==> config.mk <==
export PLATFORM = sky130hd
export DESIGN_NAME = vga_capture
export DESIGN_NICKNAME = d
export VERILOG_FILES = /design/src/rtl/vga_capture.sv
export SDC_FILE = /design/constraint.sdc
export NUM_CORES = 1
export LEC_CHECK = 0
export BUFFER_PORTS_ARGS = -buffer_cell sky130_fd_sc_hd__clkbuf_2
export CAP_MARGIN = 10
export CORE_ASPECT_RATIO = 2
export CORE_MARGIN = 1.5
export CORE_UTILIZATION = 55
export CTS_BUF_LIST = sky130_fd_sc_hd__clkbuf_8
export DETAILED_ROUTE_END_ITERATION = 16
export MAX_ROUTING_LAYER = met4
export PLACE_DENSITY_LB_ADDON = 0.15
export SYNTH_ARGS = -nofsm -noshare
export SYNTH_HDL_FRONTEND = slang
export SYNTH_SLANG_ARGS = --single-unit
==> constraint.sdc <==
create_clock -name clk -period 2.1 [get_ports clk]
set_input_delay 0.42 -clock clk [delete_from_list [all_inputs] [get_ports clk]]
set_output_delay 0.42 -clock clk [all_outputs]
set_load 0.02 [all_outputs]
==> src/rtl/vga_capture.sv <==
// Purpose : packs hsync-framed BPP-bit pixels into WORD_W-bit words for the frame-buffer writer.
// Latency : vd/save valid the cycle after the edge sampling a word's last pixel.
// Backpres: one-word hold register; a completion while the hold is still unaccepted is dropped and sets ovf.
//
// Ports:
//   clk, rst_n          pixel clock, synchronous active-low reset
//   video, hsync, vsync pixel stream and active-high syncs, sampled every edge
//   vd, eol, save       held word, last-word-of-line qualifier, word-available flag
//   saved               one-cycle accept pulse from the consumer
//   ovf                 sticky overflow, cleared on reset or vsync rising edge
module vga_capture #(
    parameter int BPP    = 1,
    parameter int WORD_W = 8,
    parameter int HSKIP  = 0,
    parameter int HWORDS = 80
) (
    input  logic              clk,
    input  logic              rst_n,
    input  logic [BPP-1:0]    video,
    input  logic              hsync,
    input  logic              vsync,
    output logic [WORD_W-1:0] vd,
    output logic              save,
    input  logic              saved,
    output logic              eol,
    output logic              ovf
);

    localparam int PPW   = WORD_W / BPP;
    localparam int PIX_W = $clog2(PPW);

    typedef enum logic [1:0] {IDLE, SKIP, ACTIVE, DONE} state_t;

    state_t            state;
    logic [WORD_W-1:0] shift;
    logic [PIX_W-1:0]  pix_cnt;
    logic [9:0]        skip_cnt;
    logic [9:0]        word_cnt;
    logic              vsync_q;

    logic              sync;
    logic              capture;
    logic              word_done;
    logic              last_word;
    logic [WORD_W-1:0] shift_nxt;

    always_comb begin
        sync      = hsync | vsync;
        // With no skip, the pixel sampled on the IDLE exit edge is already
        // the first captured pixel, so IDLE captures too in that case.
        capture   = !sync && ((state == ACTIVE) || ((state == IDLE) && (HSKIP == 0)));
        word_done = capture && (pix_cnt == PIX_W'(PPW - 1));
        last_word = (word_cnt == 10'(HWORDS - 1));
        shift_nxt = {shift[WORD_W-BPP-1:0], video};
    end

    always_ff @(posedge clk) begin
        if (!rst_n) begin
            state    <= IDLE;
            shift    <= '0;
            pix_cnt  <= '0;
            skip_cnt <= '0;
            word_cnt <= '0;
            vsync_q  <= 1'b0;
            vd       <= '0;
            save     <= 1'b0;
            eol      <= 1'b0;
            ovf      <= 1'b0;
        end else begin
            vsync_q <= vsync;

            // Line framing: any sync forces IDLE and drops a partial word.
            if (sync) begin
                state    <= IDLE;
                shift    <= '0;
                pix_cnt  <= '0;
                skip_cnt <= '0;
                word_cnt <= '0;
            end else begin
                case (state)
                    IDLE: begin
                        // The exit-edge pixel is the first skipped one, so a
                        // skip of one pixel is already complete here.
                        if (HSKIP <= 1) begin
                            state <= ACTIVE;
                        end else begin
                            state    <= SKIP;
                            skip_cnt <= 10'd1;
                        end
                    end
                    SKIP: begin
                        skip_cnt <= skip_cnt + 10'd1;
                        if (skip_cnt + 10'd1 == 10'(HSKIP))
                            state <= ACTIVE;
                    end
                    ACTIVE: begin
                        if (word_done && last_word)
                            state <= DONE;
                    end
                    default: ;  // DONE: hold until a sync
                endcase

                if (capture) begin
                    shift <= shift_nxt;
                    if (word_done) begin
                        pix_cnt  <= '0;
                        word_cnt <= word_cnt + 10'd1;
                    end else begin
                        pix_cnt <= pix_cnt + PIX_W'(1);
                    end
                end
            end

            // Hold register / handshake. A completion coinciding with saved
            // replaces the accepted word without counting as an overflow.
            if (word_done) begin
                if (!save || saved) begin
                    vd   <= shift_nxt;
                    eol  <= last_word;
                    save <= 1'b1;
                end
            end else if (saved) begin
                save <= 1'b0;
            end

            // Set has priority over the vsync-edge clear.
            if (word_done && save && !saved)
                ovf <= 1'b1;
            else if (vsync && !vsync_q)
                ovf <= 1'b0;
        end
    end

endmodule

# Word level (Yosys, flattened, before mapping)
# Index checks and enable logic that the tools add are counted.
[op_classes]
mux = 9
mul = 0
n_lt_le_gt_ge = 0
n_shift = 0
n_reduce_logical = 22
div = 0
addsub = 3
bitwise_logic = 2
eq_ne = 7
[ops]
columns = ["op", "count"]
rows = [
  ["adder 10 x 1 -> 10 bit (second input constant)", 2],
  ["== test 10 x 7 -> 1 bit (second input constant)", 1],
  ["zero test 10 bit", 1],
  ["logical AND 1 bit", 6],
  ["one-hot mux 2 bit (3 select lines)", 1],
  ["AND reduction 2 bit", 3],
  ["2-to-1 mux 1 bit", 5],
  ["zero test 1 bit", 4],
  ["2-to-1 mux 2 bit", 2],
  ["!= test 2 x 1 -> 1 bit (second input constant)", 2],
  ["nonzero test 2 bit", 2],
  ["adder 3 x 1 -> 3 bit (second input constant)", 1],
  ["== test 3 bit (second input constant)", 1],
  ["2-to-1 mux 3 bit", 1],
  ["AND reduction 3 bit", 1],
  ["nonzero test 3 bit", 1],
  ["== test 2 x 1 -> 1 bit (second input constant)", 1],
  ["== test 2 bit (second input constant)", 1],
  ["zero test 2 bit", 1],
  ["logical OR 1 bit", 2],
  ["!= test 2 bit (second input constant)", 1],
  ["OR reduction 2 bit", 1],
  ["inverter 1 bit", 1],
  ["bitwise OR 1 bit", 1],
]
[totals]
reg_bits = 44
out_inout_bits = 11
word_cells = 53
in_bits = 6
latch_bits = 0
mem_bits_ro = 0
mem_bits_rw = 0
memories = 0

# Longest topological paths before layout
# Gate-level depths: netlist of the first run.
[depth]
ltp_word = 7
depth_mapped = 8
mapped_depth_nobuf = 7

# Least setup slack after synthesis of the first run
# No wires, ideal clock.
[synth_timing]
path_kind = "reg2reg"
start = "reg pix_cnt[0]"
end = "reg word_cnt[5]"
required_time_ns = 1.972
setup_time_ns = 0.128
path_stages_with_launch = 8
arrival_ns = 1.588
path_buffers = 0
path_slack_ns = 0.385
synth_period_minus_slack_ns = 1.715
cell_sequence = "dfxtp_1 -> ha_1 -> ha_1 -> nor4b_4 -> and4_4 -> nand3_1 -> xor2_1 -> nor2_1"
[synth_via]
elab_chain_len = 3
[synth_lines]
columns = ["item", "line", "text"]
rows = [
  ["from (decl)", "36", "logic [PIX_W-1:0] pix_cnt;"],
  ["from (signal assigned)", "109", "pix_cnt <= pix_cnt + PIX_W'(1);"],
  ["== test 3 bit", "52", "word_done = capture && (pix_cnt == PIX_W'(PPW - 1));"],
  ["logical AND 1 bit", "52", ""],
  ["AND reduction 2 bit (no source line)", "n/a", ""],
  ["to (signal assigned)", "107", "word_cnt <= word_cnt + 10'd1;"],
  ["to (decl)", "38", "logic [9:0] word_cnt;"],
]
# Every way passes these cells.
# A chain may end at the register's enable or synchronous reset.

# Final worst setup path of the first run
[layout_timing]
start = "reg pix_cnt[0]"
end = "reg word_cnt[9]"
# The elaborated chain is that of the path after synthesis.

==> impl_metrics.py, run 1 <==
metrics = {
    "outcome": {
        "outcome": "complete, no violations",
    },
    "clock_tree": {
        "clock_sinks": 44,
        "numCtsBuffers": 5,
        "cts_htree_levels": 2,
        "post_cts_buffers": 0,
        "cts-root-buf": "clkbuf_8",
        "path_clk_slew_ns": 0.08,
        "clock_latency_ns": 0.29,
        "cts_resized": 0,
        "clock_path_buffers": 2,
        "cts_tree": "done",
        "ctsHoldBuffers": 0,
    },
    "final_layout": {
        "seq_area_um2": 881,
        "antenna_cells": 0,
        "fill_cells": 278,
        "fin_cells": 247,
        "fin_nets": 225,
        "drive_gt1_share_pct": 13.9,
        "multi_input_area_um2": 918,
        "synthToLayoutAreaGrowth_pct": 11.8,
    },
    "floorplanning": {
        "die_x_um": 44.0,
        "die-area_um2": 3730,
        "core_area_um2": 3190,
        "die_y_um": 84.9,
        "io_pins": 17,
        "initial_core_util_pct": 57.8,
        "num_rows": 29,
    },
    "place": {
        "place.gp.congestion": 0.834,
        "io_buffers": 16,
        "dpl.hpwl_mm": 2.51,
        "post-place-cells": 239,
    },
    "global_route": {
        "grt_max_degree": 18,
        "grt_pass1_vias": 1404,
        "grt.overflow.total": 0,
        "antenna_found_initial": 0,
        "grt_first_pass_wirelength_mm": 5.84,
        "grt_usage_pct": 21.3,
    },
    "pwr": {
        "seqPwrFrac_pct": 56.4,
        "swShare_pct": 19.6,
        "cellLeakagePower_uw": 0.000796,
        "combPwrFrac_pct": 1.8,
        "peakVddDrop_mv": 0.690,
        "p_per_area_nw_per_um2": 721,
        "switchingPower_uw": 292,
        "power.internal_uw": 1200,
        "power_frac_clock_pct": 41.8,
    },
    "min_path": {
        "hold_class": "in -> reg",
        "holdPathStages": 3,
        "min_from": "video",
    },
    "sta": {
        "finalCritPeriodShare_pct": 90.2,
        "skew_ns": 0.00630,
        "min_period_ns": 1.89,
        "setup_viol": 0,
        "fmax_mhz": 528,
        "maxSlewViolCount": 0,
        "slew_headroom_pct": 58.4,
        "finalSetupTns_ns": 0,
        "grt_setup_unrepaired": "false",
        "worstMarginPinSlew_ns": 0.623,
        "hold_violations": 0,
    },
    "yosys": {
        "synth.net_count": 206,
        "yosysUniqueCellTypes": 32,
        "synth_area_per_cell_um2": 9.42,
        "netlist_area_um2": 1850,
        "synth_warnings": 0,
        "ys_seq_elements": 44,
        "postSynthCellCount": 196,
        "synth_seq_area_share_pct": 47.7,
    },
    "setup_path": {
        "r2r_cells": 7,
        "crit_arrival_ns": 2.09,
        "cp-startpoint": "pix_cnt[0]",
        "path_max_fanout": 9,
        "cp-start-kind": "register",
        "endpoint_kind": "register",
        "r2r-start": "pix_cnt[0]",
        "critical_path_class": "reg -> reg",
        "critPathRequiredTime_ns": 2.29,
    },
    "drt": {
        "wire_per_inst_um": 13.2,
        "drt-total-wl_mm": 3.27,
        "detailedRoute.firstPassIterationCount": 4,
        "drt_iter0_markers": 18,
        "vias": 1365,
        "ant_nets": 0,
        "vias_per_cell": 5.53,
        "route.detailed.drc": 0,
    },
    "job": {
        "drv_cap": 0,
    },
}
==> area by class of cell <==
cell class / count / area share, %
Clock buffer: 5 / 3.34
Clock inverter: 3 / 1.88
Inverter: 2 / 0.364
Multi-Input combinational cell: 142 / 44.5
Sequential cell: 44 / 42.7
Tap cell: 31 / 1.88
Timing Repair Buffer: 20 / 5.34
==> path summary, 6_finish.rpt <==
| check | slack, ns | endpoint |
|---|---|---|
| max | 0.21 | word_cnt[9] |
| min | 0.41 | shift[0] |
| max reg2reg | 0.21 | word_cnt[9] |
| min reg2reg | 0.49 | skip_cnt[1] |
==> routing by layer <==
metal / GRT usage [%] / wire, um / vias up
met3: 3.83 / 68 / 10
met5: - / 0 / -
li1: - / - / 695
met2: 37.0 / 1870 / 18
met4: 12.4 / 103 / 0
met1: 20.7 / 1230 / 642
==> sequential cells by signal, summed over array words and instances (netlist names) <==
signal,count
eol,1
shift,7
vd,8
ovf,1
vsync_q,1
skip_cnt,10
save,1
word_cnt,10
pix_cnt,3
state,2
==> synthesized netlist by cell type <==
cell type  count  area share (%)
nor2b_1       11             3.7
ha_1           4             2.7
o21ai_0        5             1.4
buf_1          3            0.61
a21boi_0       1            0.41
dfxtp_1       44              48
or3_1          2            0.68
xnor2_1        4             1.9
nor4b_4        1             1.3
nor4_1         1            0.34
buf_2          1            0.27
inv_1          2            0.41
o21a_1         1            0.41
a21oi_1        4             1.1
buf_6          1            0.61
nor2_1        33             6.7
nor4bb_1       1            0.54
clkbuf_1       3            0.61
o31ai_1        2            0.81
and2_1         3             1.0
nand4_1        4             1.4
nor3_2         1            0.54
and3_1         4             1.4
a22oi_1        1            0.41
nand2_1       15             3.1
xor2_1        13             6.2
nand2b_1       2            0.68
mux2i_1       18             9.8
o211ai_1       1            0.41
nand3_1        5             1.4
nor3_1         4             1.1
and4_4         1            0.61
==> power by group through the flow <==
stage	sequential [uW]	combinational, uW	clock (uW)
after global placement	858	26.8	0
after CTS	839	27.8	646
after floorplan	858	15.3	0
final	839	27.4	622
after global routing	840	31.3	681
after detailed placement	859	27.7	0
==> worst max-delay path: stages, from the launching register on <==
cell and delay, ns:
dfxtp_1 0.36, ha_1 0.17, ha_1 0.19, nor4b_4 0.46
and4_4 0.32, nand3_1 0.09, xor2_1 0.14, nor2_1 0.05
==> cells in the final DEF, fill, tap and decap left out, drive strengths merged <==
cell type and instances:
a22oi 1, nor4b 1, xor2 13, inv 3, and3 4, nor3 5, clkinv 1, or3 2
nand3 5, xnor2 4, nand4 4, ha 4, mux2i 18, o21ai 5, a21oi 4, nand2b 2
nand2 15, o211ai 1, o31ai 2, nor2b 11, buf 4, dfxtp 44, a21boi 1, bufinv 1
and4 1, nor2 33, o21a 1, and2 3, clkbuf 21, nor4 1, nor4bb 1
==> per-stage QoR <==
stage / total power (uW) / worst slack (ns) / utilization (%) / hold WS (ns) / instance area (um2)
3_5_place_dp: 886 / 0.219 / 61.2 / 0.480 / 1960
6_report: 1490 / 0.205 / 64.6 / 0.408 / 2060
4_1_cts: 1510 / 0.197 / 64.6 / 0.407 / 2060
2_1_floorplan: 873 / 0.385 / - / 0.454 / 1850
3_3_place_gp: 885 / 0.282 / 61.2 / 0.461 / 1960
5_1_grt: 1550 / 0.0295 / 64.6 / 0.425 / 2060
==> cells by family (layout without fill, tap and decap cells) <==
kind of cell	Yosys count	after routing	share of synthesized area, %
XOR/XNOR	17	17	8.07
AO/OA/AOI/OAI	15	15	4.88
multiplexers	18	18	9.76
AND/OR/NAND/NOR	88	88	24.3
flip-flops	44	44	47.7
buffers and inverters	10	30	2.51
adder cells (fa/ha/maj)	4	4	2.71
No activity file was read; power rests on OpenSTA's default activity.
==> inputs of run 2 (changes only) <==
MAX_ROUTING_LAYER = default   (was met4)
==> run 2 against run 1 <==
Against the previous run:
- sequential share of layout area unchanged
- largest cell class unchanged
- clock power about the same
- core utilization unchanged
- count of clock-buffer cells in the layout is the same
- sequential cell count stayed put
- critical path depth is the same
- final area unchanged
- power barely moved
- cell count unchanged
- clock skew barely moved
- wire length fell by 0.43%
==> impl_metrics.py, run 2 (synthesis gave the netlist of run 1 again) <==
metrics = {
    "pwr": {
        "total_power_uw": 1490,
        "p_per_area_nw_per_um2": 721,
        "cellLeakagePower_uw": 0.000796,
        "peakVddDrop_mv": 0.690,
    },
    "drt": {
        "vias_per_cell": 5.53,
        "detailedRoute.firstPassIterationCount": 4,
        "drt_iter0_markers": 17,
        "drt-total-wl_mm": 3.25,
        "wire_per_inst_um": 13.2,
        "vias": 1367,
        "ant_nets": 0,
        "route.detailed.drc": 0,
    },
    "place": {
        "place.gp.congestion": 0.822,
        "io_buffers": 16,
        "dpl.hpwl_mm": 2.51,
        "dp_slack_ns": 0.219,
        "post-place-cells": 239,
    },
    "global_route": {
        "grt_max_degree": 18,
        "grt.overflow.total": 0,
        "grt_pass1_vias": 1405,
        "grt_usage_pct": 20.6,
        "antenna_found_initial": 0,
        "grt_first_pass_wirelength_mm": 5.83,
    },
    "setup_path": {
        "crit_cells": 7,
        "critPathRequiredTime_ns": 2.29,
        "crit_family": "simple AND/OR/NAND/NOR gates",
        "cp-start-kind": "register",
        "critPathMaxStageDelay_ns": 0.46,
        "crit_path_top_delay_cell": "nor4b_4",
        "crit_path_frequent_cell": "ha_1",
        "crit_chain": "ha_1 -> ha_1 -> nor4b_4 -> and4_4 -> nand3_1 -> xor2_1 -> nor2_1",
        "cp-startpoint": "pix_cnt[0]",
        "endpoint_kind": "register",
        "critical_path_class": "reg -> reg",
        "path_max_fanout": 9,
        "r2r-start": "pix_cnt[0]",
        "critPathBufInv": 0,
        "r2r_cells": 7,
        "crit_arrival_ns": 2.09,
    },
    "floorplanning": {
        "die-area_um2": 3730,
        "die_y_um": 84.9,
        "core_area_um2": 3190,
        "die_x_um": 44.0,
        "io_pins": 17,
        "num_rows": 29,
        "initial_core_util_pct": 57.8,
    },
    "sta": {
        "min_period_ns": 1.89,
        "finalCritPeriodShare_pct": 90.2,
        "skew_ns": 0.00662,
        "hold_violations": 0,
        "setup_viol": 0,
        "slew_headroom_pct": 58.7,
        "worstMarginPinSlew_ns": 0.619,
        "fmax_mhz": 528,
        "finalSetupTns_ns": 0,
        "grt_setup_unrepaired": "false",
        "maxSlewViolCount": 0,
        "setup_slack_ns": 0.206,
    },
    "clock_tree": {
        "clock_latency_ns": 0.29,
        "ctsHoldBuffers": 0,
        "cts_htree_levels": 2,
        "cts_resized": 0,
        "clock_path_buffers": 2,
        "cts_tree": "done",
        "path_clk_slew_ns": 0.08,
        "cts-root-buf": "clkbuf_8",
        "post_cts_buffers": 0,
        "numCtsBuffers": 5,
        "clock_sinks": 44,
    },
    "job": {
        "drv_cap": 0,
    },
    "final_layout": {
        "final_util_pct": 64.6,
        "fin_nets": 225,
        "antenna_cells": 0,
        "layout_commonest_cell": "dfxtp_1",
        "largestRegisters": "skip_cnt (10), word_cnt (10), vd (8)",
        "mostFrequentLayoutCells": "dfxtp_1 (44), nor2_1 (33), mux2i_1 (18), clkbuf_2 (16), nand2_1 (15)",
        "fin_cells": 247,
        "drive_gt1_share_pct": 13.9,
        "synthToLayoutAreaGrowth_pct": 11.8,
    },
    "min_path": {
        "hold_class": "in -> reg",
        "holdPathStages": 3,
        "min_from": "video",
    },
    "outcome": {
        "outcome": "complete, no violations",
    },
}
==> run 2: cell counts in the layout (fill, tap and decap cells not counted) <==
Identical to the previous run, type by type.
==> run 2: worst paths after layout <==
check	to	slack (ns)
setup / recovery	word_cnt[9]	0.21
hold / removal	shift[0]	0.41
setup reg to reg	word_cnt[9]	0.21
hold reg to reg	skip_cnt[1]	0.49
==> run 2: cell type report <==
cell class,count,area (um2)
fillers,278,1130
repair buffers,20,110
multi-input cells,142,918
clock buffers,5,68.8
clock inverters,3,38.8
inverters,2,7.51
flip-flops and latches,44,881
well taps,31,38.8
==> run 2: metal layers <==
layer | up-vias | GRT usage [%] | wire length (um)
li1 | 695 | - | -
met1 | 642 | 20.6 | 1210
met2 | 20 | 37.0 | 1860
met3 | 10 | 3.83 | 74
met4 | 0 | 12.4 | 103
met5 | - | 0 | 0
==> run 2: per-stage QoR <==
stage / area [um2] / hold WS (ns)
4_1_cts: 2060 / 0.407
6_report: 2060 / 0.409
3_3_place_gp: 1960 / 0.461
2_1_floorplan: 1850 / 0.454
3_5_place_dp: 1960 / 0.480
5_1_grt: 2060 / 0.425
==> run 2: power breakdown <==
group          leakage [uW]  internal (uW)  switching (uW)
Combinational      0.000382           11.2            16.1
Sequential         0.000355            837            2.15
Clock             0.0000593            348             273
Total              0.000796           1200             292
==> run 2: tightest hold or removal path, delay by kind of cell <==
kind	cells	cell delay, ns
multiplexers	1	0.06
buffers and inverters	1	0.09
AND/OR/NAND/NOR	1	0.09
